--- src/rtl/mac_tx_arb_pkg.sv ---
// Shared types and default constants for the MAC transmit arbiter and its helpers.
package mac_tx_arb_pkg;

    localparam int DEF_IFG_CYCLES    = 12;
    localparam int DEF_MAX_FRAME_LEN = 1514;

    typedef enum logic [1:0] {
        IDLE,
        XFER,
        DRAIN,
        GAP
    } arb_state_t;

endpackage

--- src/rtl/mac_rr_pick.sv ---
// Round-robin picker: first set request bit searching upward from ptr+1 (mod NUM_REQ).
module mac_rr_pick #(
    parameter  int NUM_REQ = 3,
    localparam int IW      = $clog2(NUM_REQ)
) (
    input  logic [NUM_REQ-1:0] req,
    input  logic [IW-1:0]      ptr,
    output logic               found,
    output logic [IW-1:0]      idx
);

    int          cand;
    logic [IW-1:0] cand_idx;

    // Walk from the farthest candidate to the nearest so the nearest set bit wins.
    always_comb begin
        found    = |req;
        idx      = '0;
        cand     = 0;
        cand_idx = '0;
        for (int i = NUM_REQ; i >= 1; i--) begin
            cand     = (int'(ptr) + i) % NUM_REQ;
            cand_idx = IW'(cand);
            if (req[cand_idx]) begin
                idx = cand_idx;
            end
        end
    end

endmodule

--- src/rtl/mac_tx_arbiter.sv ---
// Frame-locked round-robin arbiter sharing one MAC TX byte stream between NUM_REQ sources,
// with inter-frame gap insertion and truncation of over-length frames.
module mac_tx_arbiter
    import mac_tx_arb_pkg::*;
#(
    parameter  int NUM_REQ       = 3,
    parameter  int IFG_CYCLES    = DEF_IFG_CYCLES,
    parameter  int MAX_FRAME_LEN = DEF_MAX_FRAME_LEN,
    localparam int IW            = $clog2(NUM_REQ)
) (
    input  logic                 logic_clk,
    input  logic                 logic_rst,
    input  logic [NUM_REQ*8-1:0] req_data_in,
    input  logic [NUM_REQ-1:0]   req_valid_in,
    input  logic [NUM_REQ-1:0]   req_last_in,
    output logic [NUM_REQ-1:0]   req_ready_out,
    output logic [7:0]           mac_rnet_data_out,
    output logic                 mac_rnet_valid_out,
    output logic                 mac_rnet_last_out,
    input  logic                 mac_rnet_ready_in,
    output logic [IW-1:0]        grant_id_out,
    output logic                 busy_out,
    output logic                 trunc_pulse_out
);

    localparam int BW = $clog2(MAX_FRAME_LEN + 1);
    localparam int GW = (IFG_CYCLES > 0) ? $clog2(IFG_CYCLES + 1) : 1;
    localparam arb_state_t END_STATE = (IFG_CYCLES == 0) ? IDLE : GAP;

    arb_state_t    state;
    arb_state_t    next_state;
    logic [IW-1:0] rr_ptr;
    logic [IW-1:0] grant;
    logic [BW-1:0] byte_cnt;
    logic [GW-1:0] gap_cnt;
    logic          trunc_pulse;
    logic          pick_found;
    logic [IW-1:0] pick_idx;
    logic          own_valid;
    logic          own_last;
    logic          beat;
    logic          trunc_hit;

    mac_rr_pick #(.NUM_REQ(NUM_REQ)) u_pick (
        .req   (req_valid_in),
        .ptr   (rr_ptr),
        .found (pick_found),
        .idx   (pick_idx)
    );

    always_ff @(posedge logic_clk or posedge logic_rst) begin
        if (logic_rst) begin
            state <= IDLE;
        end else begin
            state <= next_state;
        end
    end

    // The owner's handshake is passed straight through; DRAIN swallows the tail of a truncated frame.
    always_comb begin
        next_state         = state;
        req_ready_out      = '0;
        mac_rnet_data_out  = 8'h00;
        mac_rnet_valid_out = 1'b0;
        mac_rnet_last_out  = 1'b0;
        beat               = 1'b0;
        own_valid          = req_valid_in[grant];
        own_last           = req_last_in[grant];
        trunc_hit          = (byte_cnt == BW'(MAX_FRAME_LEN - 1));
        case (state)
            IDLE: begin
                if (pick_found) begin
                    next_state = XFER;
                end
            end
            XFER: begin
                for (int i = 0; i < NUM_REQ; i++) begin
                    if (grant == IW'(i)) begin
                        mac_rnet_data_out = req_data_in[i*8 +: 8];
                    end
                end
                mac_rnet_valid_out   = own_valid;
                mac_rnet_last_out    = own_last | trunc_hit;
                req_ready_out[grant] = mac_rnet_ready_in;
                beat                 = own_valid & mac_rnet_ready_in;
                if (beat && own_last) begin
                    next_state = END_STATE;
                end else if (beat && trunc_hit) begin
                    next_state = DRAIN;
                end
            end
            DRAIN: begin
                req_ready_out[grant] = 1'b1;
                beat                 = own_valid;
                if (beat && own_last) begin
                    next_state = END_STATE;
                end
            end
            GAP: begin
                if (gap_cnt == GW'(IFG_CYCLES - 1)) begin
                    next_state = IDLE;
                end
            end
            default: next_state = IDLE;
        endcase
    end

    always_ff @(posedge logic_clk or posedge logic_rst) begin
        if (logic_rst) begin
            rr_ptr      <= IW'(NUM_REQ - 1);
            grant       <= '0;
            byte_cnt    <= '0;
            gap_cnt     <= '0;
            trunc_pulse <= 1'b0;
        end else begin
            trunc_pulse <= (state == XFER) && beat && trunc_hit && !own_last;
            gap_cnt     <= (state == GAP) ? gap_cnt + GW'(1) : '0;
            if (state == IDLE && pick_found) begin
                grant  <= pick_idx;
                rr_ptr <= pick_idx;
            end
            // Counter saturates at MAX_FRAME_LEN so a long drain can never wrap it.
            if ((state == XFER || state == DRAIN) && beat) begin
                if (own_last) begin
                    byte_cnt <= '0;
                end else if (byte_cnt != BW'(MAX_FRAME_LEN)) begin
                    byte_cnt <= byte_cnt + BW'(1);
                end
            end
        end
    end

    assign grant_id_out    = grant;
    assign busy_out        = (state != IDLE);
    assign trunc_pulse_out = trunc_pulse;

endmodule

--- config.mk ---
export PLATFORM = sky130hd
export DESIGN_NAME = mac_tx_arbiter
export DESIGN_NICKNAME = d
export VERILOG_FILES = /design/src/rtl/mac_tx_arb_pkg.sv /design/src/rtl/mac_rr_pick.sv /design/src/rtl/mac_tx_arbiter.sv
export SDC_FILE = /design/constraint.sdc
export NUM_CORES = 1
export LEC_CHECK = 0
export ABC_AREA = 1
export BUFFER_PORTS_ARGS = -buffer_cell sky130_fd_sc_hd__buf_2
export CORE_AREA = 2 2 61 63
export DETAILED_ROUTE_END_ITERATION = 12
export DIE_AREA = 0 0 63 65
export GPL_TIMING_DRIVEN = 0
export PLACE_DENSITY = 0.82
export SETUP_SLACK_MARGIN = 0.1
export SYNTH_ARGS = -nofsm -noshare
export SYNTH_HDL_FRONTEND = slang
export SYNTH_SLANG_ARGS = --single-unit
--- constraint.sdc ---
create_clock -name logic_clk -period 2.4 [get_ports logic_clk]
set_input_delay 0.12 -clock logic_clk [delete_from_list [all_inputs] [get_ports logic_clk]]
set_output_delay 0.12 -clock logic_clk [all_outputs]
set_load 0.01 [all_outputs]
==> impl_metrics.py <==
metrics = {
    "logic_synthesis": {
        "yosys-mux-area-fraction_pct": 0,
        "synth-adder-area-share_pct": 7.87,
        "yosysWarnings": 0,
        "synth.avg_cell_area_um2": 6.91,
        "syn_inst": 253,
        "yosys.area_share.xor_xnor_pct": 2.00,
        "synth_sequential_area_ratio_pct": 30.1,
        "netlist-cell-type-count": 34,
        "synthSimpleGateAreaFrac_pct": 36.8,
        "register_bit_count_reported_by_yosys": 21,
        "syn-num-nets": 297,
        "synthesized_area_fraction_occupied_by_ao_oa_aoi_and_oai_cells_pct": 11.2,
        "synthesis.area_mm2": 0.00175,
        "synth_top_family_by_area": "simple AND/OR/NAND/NOR gates",
    },
    "grt": {
        "first_global_vias": 1635,
        "grt_first_pass_wirelength_um": 6580,
        "global_route.usage.total_pct": 19.6,
        "grt.overflow.total": 0,
        "grt_max_degree": 22,
        "grt_antenna_before_repair": 0,
    },
    "finish": {
        "layout-area-overhead-vs-synth_pct": 19.3,
        "layout.nets": 351,
        "proportion_of_layout_cells_with_a_drive_suffix_above_1_pct": 24.2,
        "filler_cell_count": 361,
        "num_antenna_cells": 0,
    },
    "floorplanning": {
        "die_x_um": 63,
        "fp.dieH_um": 65,
        "fp-row-count": 22,
        "floorplan.initialDensity_pct": 50.0,
        "core_area_mm2": 0.00350,
        "floorplan.die_area_mm2": 0.00410,
        "io_pins": 50,
    },
    "setup_path": {
        "worst-path-max-fanout": 14,
        "timing.critical_path.required_ns": 2.59,
        "worst_path_most_repeated_cell": "sky130_fd_sc_hd__o21ai_0",
        "crit_path_end_kind": "flip-flop",
        "crit_arrival_ns": 2.11,
        "crit_family": "flip-flops",
        "cp_slowest_stage_delay_ns": 0.56,
        "critical_path.cell_chain": "inv_2, ha_1, inv_1, o21ai_0, a21oi_1, o21ai_0, nand2_1, o21ai_0",
        "timing.critical_path.from_type": "flip-flop",
        "critical_path.slowest_cell": "sky130_fd_sc_hd__dfrtp_1",
        "worst-setup-path-type": "reg2reg",
        "worst-path-buf-inv": 2,
    },
    "placed_design": {
        "numPortBuffers": 49,
        "hpwl_um": 3010,
        "place_congestion": 0.924,
    },
    "hold_path": {
        "worst_hold_path_type": "in2reg",
    },
    "clock_network": {
        "cts_num_sinks": 21,
        "htree_levels": 1,
        "tritoncts.num_buffers": 3,
        "tritoncts": "done",
        "clock_tree.buffer_depth": 2,
        "root_driver": "sky130_fd_sc_hd__clkbuf_4",
        "cts.reportedPaths.clkPinSlew_ns": 0.11,
        "post-cts-setup-buffers": 0,
        "worst_skew_pair.late_latency_ns": 0.30,
    },
    "drt": {
        "routed_via_density": 4.97,
        "drt-pass1-iter-count": 4,
        "avgRoutedWirePerCell_um": 10.4,
        "drt-initial-drc-count": 55,
        "routed-via-count": 1758,
        "drt_wl_total_um": 3690,
        "final_antenna_net_count": 0,
        "detail_route.drc_violations": 0,
    },
    "timing": {
        "final.period_utilization_pct": 80.0,
        "maxSlewHeadroom_pct": 47.1,
        "hold_slack_ns": 0.273,
        "period_needed_ns": 1.92,
        "max_freq_ghz": 0.521,
        "unrepaired_setup_endpoints_after_global_routing": "no",
        "timing_hold_violations_final": 0,
        "finalMaxSlewViolations": 0,
        "final-setup-viol-count": 0,
        "timing.setup.tns_ns": 0,
        "worst_setup_skew_after_layout_ns": 0.00170,
        "transition_time_at_the_pin_with_the_least_slew_margin_ns": 0.793,
    },
    "pwr": {
        "finalPower_uw": 1940,
        "cellLeakagePower_uw": 0.00116,
        "ir_drop_mv": 0.648,
        "power_per_standard_cell_area_mw_per_mm2": 929,
    },
    "run": {
        "cap_violations": 0,
    },
    "status": {
        "run_status": "finished clean",
    },
}
==> kinds of logic after synthesis <==
family	after synthesis
compound gates	33
xor+xnor	4
fa+ha+maj	11
buf+inv	51
flops	21
simple gates	133
==> through the flow <==
step	instance area (um2)	setup slack [ns]	std cells	util (%)
4_1_cts	2090	0.190	355	59.8
3_3_place_gp	2050	0.265	350	58.7
2_1_floorplan	1750	0.549	253	-
5_1_grt	2090	0.294	354	59.7
6_report	2090	0.480	354	59.7
3_5_place_dp	2050	0.193	350	58.7
==> state kept, by name, indices dropped and copies added, names as in the netlist <==
name and flops:
trunc_pulse_out 1, gap_cnt 4, byte_cnt 11, state 2, grant_id_out 1, rr_ptr 2
==> power breakdown <==
part           internal, uW  switching, uW
logic                   452            763
registers               445            105
clock network          64.8            108
==> cell usage after synthesis, drive strengths merged <==
| cell type | number | area (um2) |
|---|---|---|
| o21a | 1 | 7.51 |
| nor2 | 14 | 76.3 |
| o211ai | 1 | 7.51 |
| and2 | 2 | 12.5 |
| buf | 5 | 37.5 |
| nand3b | 1 | 7.51 |
| a31oi | 1 | 6.26 |
| o21ai | 21 | 124 |
| inv | 45 | 169 |
| clkbuf | 1 | 3.75 |
| dfrtp | 20 | 500 |
| nand2 | 69 | 289 |
| o21bai | 1 | 7.51 |
| nor4 | 1 | 6.26 |
| ha | 11 | 138 |
| xor2 | 1 | 8.76 |
| xnor2 | 3 | 26.3 |
| nand3 | 39 | 213 |
| a21oi | 6 | 30.0 |
| o22ai | 2 | 12.5 |
| nor3 | 4 | 20.0 |
| nand4 | 3 | 18.8 |
| dfstp | 1 | 26.3 |
==> path summary, 6_finish.rpt <==
check                           startpoint  slack, ns  cells past startpoint         endpoint
hold / removal             req_valid_in[0]       0.27                      5        rr_ptr[0]
max in group asynchronous        logic_rst       1.41                      3  grant_id_out[1]
setup reg to reg                 rr_ptr[0]       0.48                      8  grant_id_out[1]
setup / recovery                 rr_ptr[0]       0.48                      8  grant_id_out[1]
min in group asynchronous        logic_rst       0.50                      3      byte_cnt[1]
hold reg to reg                 gap_cnt[0]       0.48                      1       gap_cnt[0]
==> worst reg2reg max path: cells and delay by family (launching register included) <==
family / cells / cell delay [ns]
AOI/OAI and AO/OA: 4 / 0.43
adders and majority gates: 1 / 0.39
and+or+nand+nor: 1 / 0.08
buffers and inverters: 2 / 0.35
DFF: 1 / 0.56
==> cells in the final DEF (no fill, tap or decap), types with 2 or more instances in the layout <==
cell / Yosys / layout
sky130_fd_sc_hd__a21oi_1: 6 / 6
sky130_fd_sc_hd__and2_1: 2 / 2
sky130_fd_sc_hd__buf_2: 0 / 49
sky130_fd_sc_hd__buf_4: 2 / 2
sky130_fd_sc_hd__clkbuf_1: 1 / 2
sky130_fd_sc_hd__clkbuf_4: 0 / 3
sky130_fd_sc_hd__dfrtp_1: 20 / 20
sky130_fd_sc_hd__ha_1: 11 / 11
sky130_fd_sc_hd__inv_1: 42 / 42
sky130_fd_sc_hd__inv_2: 3 / 3
sky130_fd_sc_hd__nand2_1: 63 / 63
sky130_fd_sc_hd__nand2_2: 3 / 3
sky130_fd_sc_hd__nand2_4: 3 / 3
sky130_fd_sc_hd__nand3_1: 37 / 37
sky130_fd_sc_hd__nand4_1: 3 / 3
sky130_fd_sc_hd__nor2_1: 12 / 12
sky130_fd_sc_hd__nor3_1: 4 / 4
sky130_fd_sc_hd__o21ai_0: 14 / 14
sky130_fd_sc_hd__o21ai_1: 2 / 2
sky130_fd_sc_hd__o21ai_2: 5 / 5
sky130_fd_sc_hd__o22ai_1: 2 / 2
sky130_fd_sc_hd__xnor2_1: 3 / 3
==> layer usage <==
layer | wire length, um | track usage, % | up-vias | share of wire [%]
met2 | 1730 | 35.8 | 57 | 47
met4 | 61 | 7.50 | 0 | 1.7
met5 | 0 | 0 | - | 0
met3 | 228 | 2.08 | 6 | 6.2
met1 | 1670 | 23.7 | 781 | 45
li1 | - | - | 914 | -
==> final cells by class <==
type                    count  area [um2]  area share [%]
multi-input cells         181        1010            48.5
plain buffers               5        37.5            1.80
well taps                  48        60.1            2.88
inverters                  45         169            8.10
flip-flops and latches     21         527            25.3
repair buffers             50         255            12.2
clock buffers               4        26.3            1.26
==> timing repair <==
item                                    in CTS  in global routing
endpoints found under the setup margin       0                  3
gates resized for setup                      0                  0
hold buffers                                 1                  0
endpoints found under the hold margin       20                  0
(Power assumes the default switching activity.)
